==> src/rtl/regfile_read_port.sv <==
// regfile_read_port: handshaked register read with write bypass into a 2-entry in-order output buffer
module regfile_read_port #(
  parameter int DATA_WIDTH = 32,
  parameter int NUM_REGS   = 8
) (
  input  logic                           clk,
  input  logic                           reset,
  input  logic                           rd_valid,
  input  logic [2:0]                     rd_addr,
  output logic                           rd_ready,
  input  logic [NUM_REGS*DATA_WIDTH-1:0] reg_flat,
  input  logic                           we,
  input  logic [2:0]                     wr_addr,
  input  logic [DATA_WIDTH-1:0]          wr_data,
  output logic [DATA_WIDTH-1:0]          rdata,
  output logic                           rdata_valid,
  input  logic                           rdata_ready
);
  typedef enum logic [1:0] {EMPTY, ONE, TWO} state_e;
  state_e state_q, state_d;
  logic [DATA_WIDTH-1:0] head_q, head_d, tail_q, tail_d, sel;
  logic push, pop;
  assign rd_ready    = state_q != TWO;
  assign rdata_valid = state_q != EMPTY;
  assign rdata       = rdata_valid ? head_q : '0;
  assign push        = rd_valid && rd_ready;
  assign pop         = rdata_valid && rdata_ready;
  assign sel         = (we && wr_addr == rd_addr) ? wr_data : reg_flat[rd_addr*DATA_WIDTH +: DATA_WIDTH];
  always_comb begin
    state_d = state_q;
    head_d  = head_q;
    tail_d  = tail_q;
    case (state_q)
      EMPTY: if (push) begin
        state_d = ONE;
        head_d  = sel;
      end
      ONE: if (push && pop) head_d = sel;
      else if (push) begin
        state_d = TWO;
        tail_d  = sel;
      end else if (pop) state_d = EMPTY;
      TWO: if (pop) begin
        state_d = ONE;
        head_d  = tail_q;
      end
      default: state_d = EMPTY;
    endcase
  end
  always_ff @(posedge clk) begin
    if (reset) begin
      state_q <= EMPTY;
      head_q  <= '0;
      tail_q  <= '0;
    end else begin
      state_q <= state_d;
      head_q  <= head_d;
      tail_q  <= tail_d;
    end
  end
endmodule

==> config.mk <==
export PLATFORM = sky130hd
export DESIGN_NAME = regfile_read_port
export DESIGN_NICKNAME = d
export VERILOG_FILES = /design/src/rtl/regfile_read_port.sv
export SDC_FILE = /design/constraint.sdc
export NUM_CORES = 1
export LEC_CHECK = 0
export CELL_PAD_IN_SITES_DETAIL_PLACEMENT = 1
export CELL_PAD_IN_SITES_GLOBAL_PLACEMENT = 2
export CORE_MARGIN = 8
export CORE_UTILIZATION = 18
export DETAILED_ROUTE_END_ITERATION = 6
export PLACE_DENSITY = 0.85
export SYNTH_ARGS = -nofsm -noshare
export SYNTH_HDL_FRONTEND = slang
export SYNTH_SLANG_ARGS = --single-unit
export TNS_END_PERCENT = 5
==> constraint.sdc <==
create_clock -name clk -period 1.98 [get_ports clk]
set_input_delay 0.594 -clock clk [delete_from_list [all_inputs] [get_ports clk]]
set_output_delay 0.594 -clock clk [all_outputs]
set_load 0.1 [all_outputs]
==> run_results.csv <==
group,metric,value,unit
outcome,status,"complete, no violations",
worst_setup_path,path_max_fanout,12,
yosys,seq_cells_post_synth,66,
cells_and_area,final.fill_count,3305,
sta,sum_of_negative_setup_slack,0,ns
worst_setup_path,r2r_start,"state_q[1]",
cts,cts_tree,"built",
grt,globalRouteTotalUtil,16.1,%
sta,timing_max_transition_violations_final,0,
yosys,synth-seq-area-share,24.9,%
sta,least_margin_pin_slew,0.481,ns
power_and_ir_drop,p_leak,3.74,nW
route,antenna_left,0,
yosys,synthArstFlopShare,0,%
cts,worst_path_clk_slew,0.06,ns
sta,clock.fmax,506,MHz
sta,rsz0062_at_grt,"yes",
route,drt_iter0_markers,270,
worst_setup_path,rr_worst_depth,7,
cts,clk_root_buffer_cell,"clkbuf_16",
placed_design,place.gp.congestion,0.799,
sta,hold_viol,0,
route,drt_pass1_iterations,5,
cts,clockBufferDepth,2,
worst_setup_path,timing.critical_path.from,"state_q[0]",
floorplan,placement_rows,63,
yosys,syn_nets,867,
worst_setup_path,worst_setup_path_start_kind,"flop",
cells_and_area,area_growth,96.4,%
yosys,synthFlopType,"dfxtp_1",
grt,grt-ovfl-total,0,
placed_design,pre_cts_slack,-0.522,ns
placed_design,io_buffers,332,
floorplan,area_enclosed_by_the_die_boundary,35200,um^2
yosys,post_synth_edffs,0,
grt,grt_first_pass_wirelength,43400,um
cts,postCtsHoldBufs,0,
power_and_ir_drop,power.switching,0.00183,W
grt,number_of_global_route_vias_before_repair,6945,
yosys,yosys.cell_types.count,30,
worst_setup_path,timing.setup.critical_path_class,"flop to output pin",
route,drt-wirelength-per-cell,22.5,um
route,drt_wl_total,29600,um
placed_design,dp_hpwl,23900,um
route,avgViaCountPerCell,4.71,
yosys,syn_warnings,0,
cts,clock_sink_count,66,
cells_and_area,instances_no_fill,1313,
grt,grt_start_max_net_pins,67,
cts,cts_made_buffers,9,
worst_setup_path,critPathCaptureType,"output pin",
sta,final.hold.worst_slack,0.496,ns
power_and_ir_drop,pwr-share-comb,42.8,%
yosys,mappedNetlistArea,5300,um^2
worst_setup_path,crit_path_end,"rdata_valid",
floorplan,design.core.area,29300,um^2
floorplan,die_w,188,um
sta,relative_slew_margins,68.0,%
cts,source_to_sink_clock_delay_at_the_later_pin_of_the_worst_skew_pair,0.33,ns
route,detail_route.drc_violations,0,
floorplan,boundary_pin_count,333,
worst_setup_path,cp.arrival,1.38,ns
worst_setup_path,worstReg2RegEnd,"head_q[25]",
sta,min_period_over_period,99.7,%
route,vias,6190,
grt,grt_antenna_before_repair,6,
hold_path,hold_class,"flop to flop",
worst_setup_path,worst_ep_required_time,1.39,ns
cells_and_area,layout-drive-gt1-share,29.2,%
floorplan,die_y,188,um
yosys,syn_inst,568,
power_and_ir_drop,clkPwrFrac,31.1,%
sta,fin_worst_skew,0.00997,ns
hold_path,min_delay_path_depth,2,
power_and_ir_drop,power.share.sequential,26.2,%
power_and_ir_drop,p_int,0.00391,W
power_and_ir_drop,swShare,31.9,%
sta,final-setup-viol-count,0,
worst_setup_path,rrSetupSlack,0.33,ns
power_and_ir_drop,power.total,0.00575,W
job,maxCapViolCount,0,
cts,clock_tree.htree_level_count,3,
cells_and_area,commonest_non_fill_non_tap_cells_in_the_layout,"clkdlybuf4s50_1 (292), nand2_1 (97), nor2_1 (68), mux4_2 (64), dfxtp_1 (64)",
power_and_ir_drop,power.density,552,nW/um^2
power_and_ir_drop,peakVddDrop,323,uV
cells_and_area,mostFrequentLayoutCell,"clkdlybuf4s50_1",
sta,worst_slack,0.00558,ns
placed_design,dp.cells,1288,
yosys,synth.avg_cell_area,9.34,um^2
sta,post_route_minimum_period,1.97,ns
cells_and_area,nNetsFinal,1215,
floorplan,initial_core_util,18.1,%
-- worst min path at each step --
stage,from,to,slack [ns]
floorplan,head_q[10],head_q[10],0.47
global placement,head_q[13],head_q[13],0.48
detailed placement,head_q[10],head_q[10],0.49
CTS,head_q[10],head_q[10],0.50
global route,tail_q[1],tail_q[1],0.52
finish,tail_q[18],tail_q[18],0.50
-- per-layer routing --
metal	part of all wire, %	GRT usage, %
met5	0.14	0
met3	6.3	4.22
met1	40	18.6
met4	2.4	5.39
met2	52	28.4
-- power by group through the flow --
stage	Combinational, W	Clock (W)	Sequential, W
4_1_cts	0.00243	0.00181	0.00151
5_1_grt	0.00261	0.00187	0.00152
6_report	0.00246	0.00179	0.00151
3_5_place_dp	0.00240	0	0.00153
3_3_place_gp	0.00236	0	0.00153
2_1_floorplan	0.00117	0	0.00151
-- state kept, by name (all words and copies together) (netlist names) --
name / count
state_q: 2
head_q: 32
tail_q: 32
-- critical path, stage by stage (launching register included) --
cell     delay (ns)
dfxtp_2        0.35
nor2_4         0.25
buf_12         0.20
inv_1          0.08
buf_12         0.17
-- kinds of logic after synthesis --
| family | share of synthesized area (%) |
|---|---|
| flip-flops | 24.9 |
| buffers and inverters | 6.04 |
| XOR/XNOR | 0.779 |
| multiplexers | 34.2 |
| AND/OR/NAND/NOR | 19.5 |
| AO/OA/AOI/OAI | 14.6 |
-- cell type report --
type                    instances  area, um^2  share of cell area (%)
diodes                          2        5.00                  0.0481
clock buffers                  10         239                    2.29
clock inverters                 6        88.8                   0.853
inverters                       2        7.51                  0.0721
multi-input cells             439        3880                    37.3
flip-flops and latches         66        1330                    12.7
well taps                     390         488                    4.69
repair buffers                398        4380                    42.0
-- timing repair --
item                                    in CTS  in global routing
resized for setup                           13                 17
setup buffers                                2                  3
cloned                                       0                  2
pin swaps                                    5                  4
endpoints found under the setup margin      97                 71
-- synth_stat cells, types with 2 or more instances --
library cell / instances / area [um^2]
a21oi_1: 32 / 160
a311oi_1: 64 / 561
buf_2: 18 / 90.1
buf_4: 4 / 30.0
buf_6: 6 / 67.6
clkbuf_1: 31 / 116
dfxtp_1: 66 / 1320
mux2_2: 32 / 360
mux4_2: 64 / 1440
nand2_1: 97 / 364
nand3_1: 32 / 160
nor2_1: 69 / 259
nor2b_1: 33 / 206
nor3b_1: 2 / 15.0
o21a_1: 2 / 15.0
xnor2_2: 2 / 32.5
-- per-stage QoR --
stage          utilization [%]  area, um^2
2_1_floorplan                -        5380
3_3_place_gp              33.7        9880
3_5_place_dp              33.7        9880
4_1_cts                   35.0       10300
5_1_grt                   35.5       10400
6_report                  35.5       10400
(Power assumes the default switching activity.)
